[src/rtl/rf_wb_arbiter.sv]
// Round-robin writeback arbiter driving the single LC-3 register-file write port.
// Optional condition-code update is enabled by defining RF_WB_CC_UPDATE_EN.
module rf_wb_arbiter #(
    parameter int NREQ = 2,
    parameter int DW   = 16,
    parameter int AW   = 3
) (
    input  logic                 clk,
    input  logic                 rst_n,
    input  logic [NREQ-1:0]      req_valid,
    output logic [NREQ-1:0]      req_ready,
    input  logic [NREQ*AW-1:0]   req_dr,
    input  logic [NREQ*DW-1:0]   req_data,
    input  logic                 rf_stall,
    output logic                 ld_reg,
    output logic [AW-1:0]        dr_sel,
    output logic [DW-1:0]        wr_data,
    output logic [1:0]           grant_id,
    output logic [2:0]           nzp,
    output logic                 ld_cc
);

    typedef enum logic [1:0] {
        ST_IDLE  = 2'd0,
        ST_WRITE = 2'd1,
        ST_STALL = 2'd2
    } state_t;

    state_t            state_r;
    logic [1:0]        rr_ptr_r;
    logic              ld_reg_r;
    logic [AW-1:0]     dr_sel_r;
    logic [DW-1:0]     wr_data_r;
    logic [1:0]        grant_id_r;

    logic [NREQ-1:0]   win_s;
    logic [1:0]        win_idx_s;
    logic              found_s;
    logic              accept_s;
    logic [1:0]        next_ptr_s;
    logic [AW-1:0]     sel_dr_s;
    logic [DW-1:0]     sel_data_s;

    // Winner is the valid requester at the smallest circular distance from rr_ptr.
    always_comb begin
        int best_v;
        int dist_v;
        win_idx_s = 2'd0;
        found_s   = 1'b0;
        best_v    = NREQ;
        dist_v    = 0;
        for (int i = 0; i < NREQ; i++) begin
            if (i >= int'(rr_ptr_r)) begin
                dist_v = i - int'(rr_ptr_r);
            end else begin
                dist_v = i + NREQ - int'(rr_ptr_r);
            end
            if (req_valid[i] && (dist_v < best_v)) begin
                best_v    = dist_v;
                win_idx_s = 2'(i);
                found_s   = 1'b1;
            end else begin
                best_v    = best_v;
            end
        end
    end

    // One-hot winner vector derived from the selected index.
    always_comb begin
        win_s = '0;
        for (int i = 0; i < NREQ; i++) begin
            win_s[i] = found_s && (win_idx_s == 2'(i));
        end
    end

    assign req_ready  = win_s & {NREQ{~rf_stall & rst_n}};
    assign accept_s   = |req_ready;
    assign next_ptr_s = (win_idx_s == 2'(NREQ - 1)) ? 2'd0 : (win_idx_s + 2'd1);
    assign sel_dr_s   = req_dr[int'(win_idx_s)*AW +: AW];
    assign sel_data_s = req_data[int'(win_idx_s)*DW +: DW];

    // Write-port FSM and registered write outputs; a stall blocks new accepts only.
    always_ff @(posedge clk or negedge rst_n) begin
        if (!rst_n) begin
            state_r    <= ST_IDLE;
            rr_ptr_r   <= 2'd0;
            ld_reg_r   <= 1'b0;
            dr_sel_r   <= {AW{1'b0}};
            wr_data_r  <= {DW{1'b0}};
            grant_id_r <= 2'd0;
        end else begin
            case (state_r)
                ST_IDLE, ST_WRITE, ST_STALL: begin
                    if (rf_stall) begin
                        state_r <= ST_STALL;
                    end else if (accept_s) begin
                        state_r <= ST_WRITE;
                    end else begin
                        state_r <= ST_IDLE;
                    end
                end
                default: state_r <= ST_IDLE;
            endcase
            ld_reg_r <= accept_s;
            if (accept_s) begin
                dr_sel_r   <= sel_dr_s;
                wr_data_r  <= sel_data_s;
                grant_id_r <= win_idx_s;
                rr_ptr_r   <= next_ptr_s;
            end
        end
    end

    assign ld_reg   = ld_reg_r;
    assign dr_sel   = dr_sel_r;
    assign wr_data  = wr_data_r;
    assign grant_id = grant_id_r;

`ifdef RF_WB_CC_UPDATE_EN
    logic [2:0] nzp_r;
    logic       ld_cc_r;

    function automatic logic [2:0] cc_of(input logic [DW-1:0] d);
        logic is_zero;
        is_zero = (d == {DW{1'b0}});
        return {d[DW-1], is_zero, ~d[DW-1] & ~is_zero};
    endfunction

    // Condition codes follow the accepted data and strobe together with ld_reg.
    always_ff @(posedge clk or negedge rst_n) begin
        if (!rst_n) begin
            nzp_r   <= 3'b000;
            ld_cc_r <= 1'b0;
        end else begin
            ld_cc_r <= accept_s;
            if (accept_s) begin
                nzp_r <= cc_of(sel_data_s);
            end
        end
    end

    assign nzp   = nzp_r;
    assign ld_cc = ld_cc_r;
`else
    assign nzp   = 3'b000;
    assign ld_cc = 1'b0;
`endif

endmodule

[config.mk]
export PLATFORM = sky130hd
export DESIGN_NAME = rf_wb_arbiter
export DESIGN_NICKNAME = d
export VERILOG_FILES = /design/src/rtl/rf_wb_arbiter.sv
export SDC_FILE = /design/constraint.sdc
export NUM_CORES = 1
export LEC_CHECK = 0
export CAP_MARGIN = 20
export CORE_MARGIN = 5
export CORE_UTILIZATION = 35
export CTS_CLUSTER_DIAMETER = 120
export DETAILED_ROUTE_END_ITERATION = 7
export DONT_BUFFER_PORTS = 1
export PLACE_DENSITY = 0.51
export SLEW_MARGIN = 20
export SYNTH_ARGS = -nofsm -noshare
export SYNTH_HDL_FRONTEND = slang
export SYNTH_SLANG_ARGS = --single-unit
[constraint.sdc]
create_clock -name clk -period 2 [get_ports clk]
set_clock_uncertainty 0.2 [all_clocks]
set_input_delay 0.3 -clock clk [delete_from_list [all_inputs] [get_ports clk]]
set_output_delay 0.3 -clock clk [all_outputs]
set_load 0.03 [all_outputs]
==> flow_summary.yaml <==
outcome:
  status: "complete, no violations"
place:
  gp_congestion: 0.743
  portBuffers: 0
  place_inst: 147
  dp_hpwl_mm: 2.29
  pre_cts_ws_ps: 92.5
timing:
  fmax_mhz: 553
  fin_ws_ps: 190
  fin_hold_ws_ps: 11.3
  final.period_utilization: 0.905
  drv_slew: 0
  rsz0062_at_grt: "false"
  final_hold_viol_count: 0
  period_needed_ps: 1810
  tns_ps: 0
  final-setup-viol-count: 0
global_routing:
  grt_pass1_wl_mm: 5.03
  grt_max_degree: 23
  first_global_vias: 958
  antenna_found_initial: 0
  track_usage: 0.130
  overflow: 0
clock_tree:
  cts-root-buf: "clkbuf_4"
  clk_latency_ps: 300
  clk_pin_slew_ps: 120
  cts_sinks: 22
  cts_buffer_depth: 2
  numCtsBuffers: 3
  cts_resized: 0
  tritoncts: "built"
  htreeDepth: 1
floorplan:
  core_area_um2: 3390
  dieArea_um2: 4840
  rows: 21
  die_width_um: 69.6
  die_h_um: 69.6
  ios: 71
  start_util: 0.366
finish:
  area_growth_pct: 19.5
  instances_no_fill: 169
  diodes: 0
  fin_nets: 170
  largest_reg_flops: 16
  drive_gt1_frac: 0.358
yosys:
  syn_area_per_cell_um2: 12.3
  ys_warn_count: 0
  synth_seq_cells: 22
  synth_cell_type_count: 28
  seq_area_frac_synth: 0.444
  synthCells: 101
  syn-cell-area_um2: 1240
pwr:
  power.share.switching: 0.395
  p_comb_frac: 0.203
  power_mw: 1.22
  switching_power_uw: 481
  ir_worst_vdd_mv: 0.220
  leakage_nw: 0.693
  pwr_density_cell_nw_per_um2: 820
  p_seq_frac: 0.638
  clockPowerShare: 0.159
  p_int_uw: 736
hold_path:
  hp-class: "primary input to register"
  whs_path_depth: 2
drt:
  drtAntennaViolNets: 0
  num_vias: 888
  vias_per_cell: 5.25
  finalWirelength_mm: 3.19
  drc: 0
  drt-pass1-iter-count: 2
  drt_iter0_markers: 49
  wl_per_cell_um: 18.9
critical_path:
  path_cells: "a21boi_2, o2bb2ai_4, nor2_4, buf_4"
  critical-path-max-stage-delay_ps: 420
  worst_setup_path_end_kind: "output pin"
  critPathRequiredTime_ps: 1500
  crit_type: "register to output pin"
  crit_path_top_delay_cell: "dfrtp_1"
  cp_max_fo: 4
  start_kind: "register"
  rr_worst_depth: 5
  arrival_ps: 1310
job:
  drv_cap: 0
[cell type report]
| cell class | instances | area, µm² |
|---|---|---|
| Tap cell | 46 | 57.6 |
| Inverter | 6 | 22.5 |
| Fill cell | 330 | 1910 |
| Multi-Input combinational cell | 67 | 589 |
| Timing Repair Buffer | 25 | 240 |
| Clock buffer | 3 | 22.5 |
| Sequential cell | 22 | 551 |
[cells by family after synthesis]
| logic type | synth area share |
|---|---|
| buf+inv | 0.101 |
| fa+ha+maj | 0.0202 |
| flops | 0.444 |
| simple gates | 0.198 |
| compound gates | 0.232 |
| other cells | 0.00605 |
[what timing repair did]
item,in CTS,in global routing
setup buffers,1,0
hold endpoints to repair,38,22
hold buffers,17,1
setup endpoints to repair,1,0
[synthesized netlist by cell type]
cell type	number	area share
a21boi_2	1	0.0091
a21o_1	1	0.0061
a21o_2	1	0.0071
a221o_1	13	0.10
a221o_2	1	0.0091
a221oi_2	5	0.060
and2_1	1	0.0050
and2b_1	1	0.0061
and3_2	14	0.085
buf_12	1	0.016
buf_4	7	0.042
buf_6	2	0.018
clkbuf_1	2	0.0061
conb_1	2	0.0061
dfrtp_1	22	0.44
ha_1	2	0.020
inv_1	6	0.018
nand2_2	1	0.0050
nand2b_1	1	0.0050
nand4bb_1	1	0.0091
nor2_1	5	0.015
nor2_4	1	0.0091
nor2b_4	1	0.011
nor3_2	5	0.040
nor4b_1	1	0.0071
o21a_1	1	0.0061
o21ai_2	1	0.0071
o2bb2ai_4	1	0.022
[per-stage QoR]
step                 util  cell area, µm²
floorplan               -            1260
global placement    0.377            1280
detailed placement  0.377            1280
CTS                 0.436            1480
global route        0.437            1480
finish              0.437            1480
[routing by layer]
metal / up-vias / part of all wire / GRT usage
met1: 438 / 0.42 / 0.162
met2: 34 / 0.49 / 0.210
li1: 414 / - / -
met4: 0 / 0.011 / 0.0521
met3: 2 / 0.073 / 0.0406
met5: - / 0 / 0
[cells in the final DEF (no fill, tap or decap)]
cell type	netlist	layout
nand2b_1	1	1
nand4bb_1	1	1
a21boi_2	1	1
and2b_1	1	1
a221o_1	13	13
nand2_2	1	1
o21a_1	1	1
buf_4	7	6
buf_12	1	1
nor4b_1	1	1
a21o_2	1	1
dlygate4sd3_1	0	17
and2_2	0	1
conb_1	2	8
o21ai_2	1	1
nor2_1	5	5
and3_2	14	14
dfrtp_1	22	22
buf_2	0	1
nor2_4	1	1
nor3_2	5	5
a21o_1	1	1
a221o_2	1	1
nor2b_4	1	1
clkbuf_4	0	3
ha_1	2	2
o2bb2ai_4	1	1
a221oi_2	5	5
inv_1	6	6
[final timing paths]
| check | startpoint | endpoint | slack [ps] |
|---|---|---|---|
| max | rr_ptr_r[0] | req_ready[0] | 190 |
| min | req_dr[3] | dr_sel[0] | 10 |
| max reg2reg | rr_ptr_r[0] | wr_data[15] | 310 |
| min reg2reg | rr_ptr_r[0] | rr_ptr_r[0] | 340 |
| max in group asynchronous | rst_n | wr_data[15] | 970 |
| min in group asynchronous | rst_n | wr_data[12] | 300 |
[power by group through the flow]
| stage | clock, mW | sequential, mW | combinational (mW) |
|---|---|---|---|
| after floorplan | 0 | 0.761 | 0.194 |
| after global placement | 0 | 0.786 | 0.201 |
| after detailed placement | 0 | 0.787 | 0.211 |
| after CTS | 0.202 | 0.779 | 0.247 |
| after global routing | 0.222 | 0.787 | 0.271 |
| final | 0.194 | 0.776 | 0.246 |
[critical path: cells and delay by family (launching register included)]
kind                   cells  cell delay (ps)
flip-flops                 1              420
AND/OR/NAND/NOR            1              130
AO/OA/AOI/OAI              2              290
buffers and inverters      1              170
No activity file was read; power rests on OpenSTA's default activity.
